<file path="src/rtl/ldpc_decoder.sv">
// rtl/ldpc_decoder.sv - pipelined hard-decision bit-flipping decoder for a systematic (16,8) LDPC code
// Optional err_flag output enabled by defining LDPC_ERR_FLAG_EN.
module ldpc_decoder #(
    parameter int MAX_ITER = 2
) (
    input  logic        clk,
    input  logic        rst,
    input  logic [15:0] data_in,
    output logic [15:0] data_out
`ifdef LDPC_ERR_FLAG_EN
    ,
    output logic        err_flag
`endif
);

    function automatic logic [7:0] enc(input logic [7:0] d);
        logic [7:0] p;
        p = '0;
        for (int j = 0; j < 8; j++) begin
            p[j] = d[j] ^ d[3'(j + 1)] ^ d[3'(j + 3)];
        end
        return p;
    endfunction

    // One parallel flip pass: info bit i flips on a majority of its checks {i, i-1, i-3}.
    function automatic logic [15:0] bf_iter(input logic [15:0] w);
        logic [7:0] s;
        logic [7:0] d;
        logic       a, b, c;
        s = w[15:8] ^ enc(w[7:0]);
        d = w[7:0];
        for (int i = 0; i < 8; i++) begin
            a = s[i];
            b = s[3'(i - 1)];
            c = s[3'(i - 3)];
            d[i] = w[i] ^ ((a & b) | (a & c) | (b & c));
        end
        return {w[15:8], d};
    endfunction

    logic [15:0] r_stage [0:MAX_ITER];
    logic [15:0] r_data_out;
    logic [7:0]  w_final_info;
    logic [7:0]  w_final_syn;

    assign w_final_info = r_stage[MAX_ITER][7:0];
    assign w_final_syn  = r_stage[MAX_ITER][15:8] ^ enc(w_final_info);

    always_ff @(posedge clk) begin
        if (rst) begin
            for (int k = 0; k <= MAX_ITER; k++) begin
                r_stage[k] <= '0;
            end
            r_data_out <= '0;
        end else begin
            r_stage[0] <= data_in;
            for (int k = 1; k <= MAX_ITER; k++) begin
                r_stage[k] <= bf_iter(r_stage[k-1]);
            end
            // Parity is always regenerated, so the output is a codeword even when decoding fails.
            r_data_out <= {enc(w_final_info), w_final_info};
        end
    end

    assign data_out = r_data_out;

`ifdef LDPC_ERR_FLAG_EN
    logic r_err_flag;
    logic w_multi_syn;

    // Two or more set bits: clearing the lowest set bit leaves something behind.
    assign w_multi_syn = |(w_final_syn & (w_final_syn - 8'd1));

    always_ff @(posedge clk) begin
        if (rst) begin
            r_err_flag <= 1'b0;
        end else begin
            r_err_flag <= w_multi_syn;
        end
    end

    assign err_flag = r_err_flag;
`else
    logic w_unused_syn;
    assign w_unused_syn = ^w_final_syn;
`endif

endmodule

</file>
<file path="config.mk">
export PLATFORM = sky130hd
export DESIGN_NAME = ldpc_decoder
export DESIGN_NICKNAME = d
export VERILOG_FILES = /design/src/rtl/ldpc_decoder.sv
export SDC_FILE = /design/constraint.sdc
export NUM_CORES = 1
export LEC_CHECK = 0
export CORE_MARGIN = 2
export CORE_UTILIZATION = 45
export CTS_CLUSTER_DIAMETER = 30
export DETAILED_ROUTE_END_ITERATION = 16
export GPL_TIMING_DRIVEN = 0
export PLACE_DENSITY = 0.76
export RECOVER_POWER = 25
export SLEW_MARGIN = 10
export SYNTH_ARGS = -nofsm -noshare
export SYNTH_HDL_FRONTEND = slang
export SYNTH_SLANG_ARGS = --single-unit
</file>
<file path="constraint.sdc">
create_clock -name clk -period 1.6 [get_ports clk]
set_clock_uncertainty 0.15 [all_clocks]
set_input_delay 0.32 -clock clk [delete_from_list [all_inputs] [get_ports clk]]
set_output_delay 0.32 -clock clk [all_outputs]
set_load 0.01 [all_outputs]
</file>
==> results.json <==
{
  "cts_tree": "done",
  "die_x_um": 59.9,
  "cts_max_level": 2,
  "setup-tns-final_ns": 0,
  "synth-adder-area-share_pct": 1.43,
  "grt_pass1_vias": 803,
  "synth.avg_cell_area_um2": 10.6,
  "cts_buffer_depth": 2,
  "max_slew_margin_pct": 62.9,
  "synthMuxAreaShare_pct": 0.713,
  "finalHoldViolCount": 0,
  "cp-start-kind": "flip-flop",
  "drtPass1Iterations": 4,
  "io_buffer_count": 23,
  "grt_max_degree": 13,
  "clock-sinks": 40,
  "ys_seq_area_share_pct": 57.0,
  "worstRegToRegCells": 3,
  "status": "completed",
  "vias": 933,
  "hp-class": "in2reg",
  "synth_simple_gate_area_share_pct": 16.9,
  "syn_area_mm2": 0.00140,
  "fin_hold_ws_ns": 0.198,
  "track_usage_pct": 13.5,
  "irDropWorstVdd_mv": 0.613,
  "slowest_delay_ns": 0.33,
  "p_leak_nw": 0.741,
  "netlist.area_leader.share_pct": 57.0,
  "synth_area_leaders": "dfxtp_1, nor2b_1, buf_4, xnor2_1, xor3_1",
  "synth-seq-cells": 40,
  "regToRegEndpoint": "r_stage[0][19]",
  "endpoint_kind": "primary output",
  "crit_chain": "buf_4 > dlygate4sd2_1",
  "hold_depth": 2,
  "core-area_mm2": 0.00300,
  "maxCapViolations": 0,
  "dp_hpwl_mm": 1.58,
  "period_share_pct": 96.0,
  "synth_cells": 133,
  "antenna_found_initial": 0,
  "rows": 20,
  "ant_nets": 0,
  "cp_max_fo": 2,
  "boundaryPins": 34,
  "die-height_um": 59.9,
  "pwr_density_cell_mw_per_mm2": 1020,
  "synth_top_family_by_area": "simple AND/OR/NAND/NOR gates",
  "finish.instance_area_mm2": 0.00175,
  "fin_nets": 187,
  "routed_wl_mm": 2.15,
  "die_area_mm2": 0.00358,
  "rsz0062_at_grt": "no",
  "gr-total-overflow": 0,
  "r2r_setup_slack_ns": 0.24,
  "synth_xor_area_share_pct": 10.2,
  "ys_types": 22,
  "finalMaxSlewViolations": 0,
  "hp-start": "rst",
  "fill_cells": 270,
  "dpl_cell_area_mm2": 0.00170,
  "antenna_cells": 0,
  "gp_routability_congestion": 0.760,
  "yosysTopAreaCell": "dfxtp_1",
  "path_clk_slew_ns": 0.12,
  "grt_pass1_wl_mm": 3.31,
  "wl_per_cell_um": 10.6,
  "min_to": "r_stage[0][26]",
  "slowest_stage": "dfxtp_1",
  "route.detailed.drc": 0,
  "yosys_warnings": 0,
  "root_buffer": "clkbuf_4",
  "finalSetupViolCount": 0,
  "criticalPathCategory": "reg2out",
  "fmax_mhz": 651,
  "hold_buffers": 0,
  "synth_compound_gate_area_share_pct": 6.42,
  "area_delta_synth_final_pct": 24.5,
  "clock_latency_ns": 0.35,
  "final_util_pct": 58.2,
  "multiInputGateArea_um2": 528,
  "layout-drive-gt1-share_pct": 11.2,
  "cts_made_buffers": 5,
  "vias_per_cell": 4.60,
  "seqCellArea_um2": 801,
  "required_ns": 1.13,
  "worst_pin_slew_ns": 0.556,
  "start_util_pct": 46.7,
  "min_period_ns": 1.54,
  "r2r-start": "r_stage[0][1]",
  "cp_data_arrival_time_ns": 1.07,
  "first_iter_violations": 7
}
## power breakdown
group	switching, mW	internal (mW)
sequential	0.0318	1.05
combinational	0.0711	0.109
clock	0.319	0.209
## cell usage after synthesis
library cell  count
or2_2             1
buf_4             9
nand2_1           5
o211ai_1          2
dfxtp_1          40
a211oi_2          1
inv_1             4
maj3_1            2
o21ai_0           4
mux2i_1           1
a211oi_1          1
conb_1            1
buf_1             1
xor2_1            4
clkbuf_1          3
nor2b_1          25
or3_1             3
nor2_1           10
xor3_1            2
a21oi_1           6
xnor2_1           7
o21ai_1           1
## state kept, by name, indices dropped and copies added (netlist names)
signal,count
r_stage,33
data_out,7
## worst max-delay path, delay by kind of cell, from the launching register on
| kind | cells | cell delay [ns] |
|---|---|---|
| flops | 1 | 0.33 |
| buf+inv | 2 | 0.39 |
## cells in the final DEF (no fill, tap or decap), drive strengths merged, types with 6 or more instances in the layout
| cell | instances |
|---|---|
| conb | 7 |
| nor2 | 10 |
| a21oi | 6 |
| nor2b | 25 |
| buf | 10 |
| clkdlybuf4s50 | 9 |
| dfxtp | 40 |
| dlygate4sd2 | 9 |
| clkbuf | 9 |
| xnor2 | 7 |
## repair_timing
| action | in CTS | in global routing |
|---|---|---|
| hold endpoints to repair | 0 | 0 |
| endpoints found under the setup margin | 9 | 0 |
| gates resized for setup | 9 | 0 |
| buffers inserted | 0 | 0 |
## stage by stage
step / cells / setup slack [ns] / total power [mW]
after floorplan: 139 / 0.357 / 1.22
after global placement: 195 / 0.215 / 1.28
after detailed placement: 195 / 0.199 / 1.29
after CTS: 203 / 0.0498 / 1.80
after global routing: 203 / 0.0151 / 1.87
final: 203 / 0.0643 / 1.79
## worst max-delay path by stage
stage	from	end	slack [ns]	cells past startpoint
floorplan	r_stage[0][1]	r_stage[0][19]	0.36	3
global placement	data_out[14]	data_out[14]	0.22	2
CTS	data_out[14]	data_out[14]	0.05	2
global route	data_out[14]	data_out[14]	0.02	2
detailed placement	data_out[14]	data_out[14]	0.20	2
finish	data_out[14]	data_out[14]	0.06	2
## per-layer routing
metal	share of wire, %	up-vias	global-route usage, %
li1	-	479	-
met1	38	418	11.4
met2	53	31	25.5
met3	7.1	5	7.14
met4	1.7	0	6.03
met5	0	-	0
## area by class of cell
cell class	count	share of cell area (%)
Clock buffer	6	2.93
Timing Repair Buffer	23	12.5
Tap cell	33	2.36
Multi-Input combinational cell	82	30.2
Clock inverter	2	0.573
Inverter	4	0.859
Sequential cell	40	45.8
Buffer	13	4.72
## cells by family (layout without fill, tap and decap cells)
family | count (synthesis) | count (layout)
adder cells (fa/ha/maj) | 2 | 2
multiplexers | 1 | 1
XOR/XNOR | 13 | 13
flip-flops | 40 | 40
AO/OA/AOI/OAI | 15 | 15
buffers and inverters | 17 | 48
other | 1 | 7
AND/OR/NAND/NOR | 44 | 44
No activity file was read; power rests on OpenSTA's default activity.
==> patch: new RTL, same settings <==
Add an input register stage for `data_in`, with the module's reset; this delays it by one clock.
--- a/src/rtl/ldpc_decoder.sv
+++ b/src/rtl/ldpc_decoder.sv
@@ -12,6 +12,16 @@
     output logic        err_flag
 `endif
 );
+
+    logic [15:0] data_q;
+
+    always_ff @(posedge clk) begin
+        if (rst) begin
+            data_q <= '0;
+        end else begin
+            data_q <= data_in;
+        end
+    end
 
     function automatic logic [7:0] enc(input logic [7:0] d);
         logic [7:0] p;
@@ -53,7 +63,7 @@
             end
             r_data_out <= '0;
         end else begin
-            r_stage[0] <= data_in;
+            r_stage[0] <= data_q;
             for (int k = 1; k <= MAX_ITER; k++) begin
                 r_stage[k] <= bf_iter(r_stage[k-1]);
             end
Behaviour: no difference found for any inputs over 10 cycles, from zero or initial values and one cycle with rst high; that may be too few to reach the edited logic, so the function may still have changed.
==> patch against the unedited design <==
  * Power rose by 29%
  * Final area is 24% higher
  * Wire length up 11%
  * Area after synthesis increased by 27%
  * Setup slack gained 73 ps
  * Sequential cell count grew 14
  * Cell count increased by 22%
  * Critical endpoint unchanged
  * Largest power group unchanged
==> patch: results (changes against the unedited design) <==
status complete, no violations (unchanged); Placed Cells 240 (was 195); htree depth 2 (unchanged); layout cell share with drive strength beyond 1 0.0900 (was 0.112); setup fix buffers added after clock tree synthesis 0 (unchanged); number of flip-flops in the largest register 33 (unchanged); async set-or-reset flop fraction in the synthesized netlist 0 (unchanged); latest clock arrival within the worst-skew pair 290 ps (was 350 ps); Resized cells post-CTS 9 (unchanged); synth top area cells dfxtp_1 (61%), nor2b_1 (14%), buf_4 (3.8%) (was dfxtp_1 (57%), nor2b_1 (11%), buf_4 (4.8%)); clock tree buffer depth 2 (unchanged); vias in the first global route 968 (was 803); initial antenna violation count 0 (unchanged); worst hold path class input pin to flop (unchanged); synthesis warning total 0 (unchanged); Synth Flop Type dfxtp_1 (unchanged); global-route wire length before repair 4100 um (was 3310 um); ant diodes 0 (unchanged); post-synthesis cell type count 22 (unchanged); CTS buffer count 5 (unchanged); Max-cap violations 0 (unchanged); worst-path fanout max 2 (unchanged); Port Buf Inserts 23 (unchanged); sequential share of the synthesized area 0.607 (was 0.570); initial drt markers 23 (was 7); CP max stage cell dfxtp_1 (unchanged); most frequent cells after synthesis dfxtp_1 (54), nor2b_1 (39), nor2_1 (10) (was dfxtp_1 (40), nor2b_1 (25), nor2_1 (10)); Hold-fix buffers, CTS 0 (unchanged); CP Data Arrival Time 990 ps (was 1070 ps); pin count of the biggest net entering global routing 16 (was 13); leakage power 0.000887 uW (was 0.000741 uW); CP max stage delay 310 ps (was 330 ps); via count 1059 (was 933); Worst Tran Pin Value 504 ps (was 556 ps); Max IR drop VDD 0.579 mV (was 0.613 mV); Final nets 217 (was 187); drt first pass iters 4 (unchanged); final wirelength 2380 um (was 2150 um); vias per cell 4.27 (was 4.60); clk slew on worst S/H paths 80 ps (was 120 ps); GPL Wtd Cong 0.777 (was 0.760); syn_area_per_cell 10.9 um2 (was 10.6 um2); fillers 336 (was 270); total track usage 0.126 (was 0.135); Largest Register r_stage (unchanged); cell family with most CP delay buffers and inverters (unchanged); pre-CTS setup slack 93.1 ps (was 199 ps); Post-DP Area 2090 um2 (was 1700 um2); clk root buf clkbuf_8 (was clkbuf_4)
## patch: power breakdown
part	internal, uW	switching [uW]	total [uW]
Sequential	1390	24.7	1420
Combinational	97.0	63.4	160
Clock	349	382	731
## patch: through the flow
| step | util | hold slack, ps |
|---|---|---|
| finish | 0.580 | 267 |
| detailed placement | 0.559 | 270 |
| global placement | 0.559 | 267 |
| CTS | 0.581 | 267 |
| global route | 0.580 | 292 |
| floorplan | - | 264 |
## patch: area by class of cell
type,count,area (um2),share of cell area
Multi-Input combinational cell,96,616,0.283
Sequential cell,54,1080,0.498
Buffer,15,90.1,0.0415
Tap cell,48,60.1,0.0276
Clock inverter,1,5.00,0.00230
Timing Repair Buffer,23,219,0.101
Clock buffer,7,86.3,0.0397
Inverter,4,15.0,0.00691
## patch: routing by layer
| metal | vias to the layer above | routed length [um] | track usage |
|---|---|---|---|
| met5 | - | 0 | 0 |
| met4 | 0 | 18 | 0.0587 |
| met3 | 2 | 167 | 0.0541 |
| met2 | 31 | 1260 | 0.223 |
| met1 | 461 | 929 | 0.127 |
| li1 | 565 | - | - |
## patch: final timing paths
kind	start	to	slack (ps)	cells past startpoint
setup / recovery	data_out[14]$_SDFF_PP0_	data_out[14]	140	2
hold / removal	rst	data_out[14]$_SDFF_PP0_	270	2
setup reg to reg	r_stage[0][1]$_SDFF_PP0_	r_stage[0][19]$_SDFF_PP0_	250	3
hold reg to reg	data_q[14]$_SDFF_PP0_	r_stage[0][14]$_SDFF_PP0_	290	1
## patch: cells by family (layout without fill, tap and decap cells)
logic type	Yosys count	in the layout	synth area share
AOI/OAI and AO/OA	15	15	0.0506
xor gates and xnor gates	13	13	0.0808
adders and majority gates	2	2	0.0112
buffers and inverters	19	50	0.0597
DFF	54	54	0.607
muxes	1	1	0.00562
other	1	7	0.00211
and+or+nand+nor	58	58	0.183
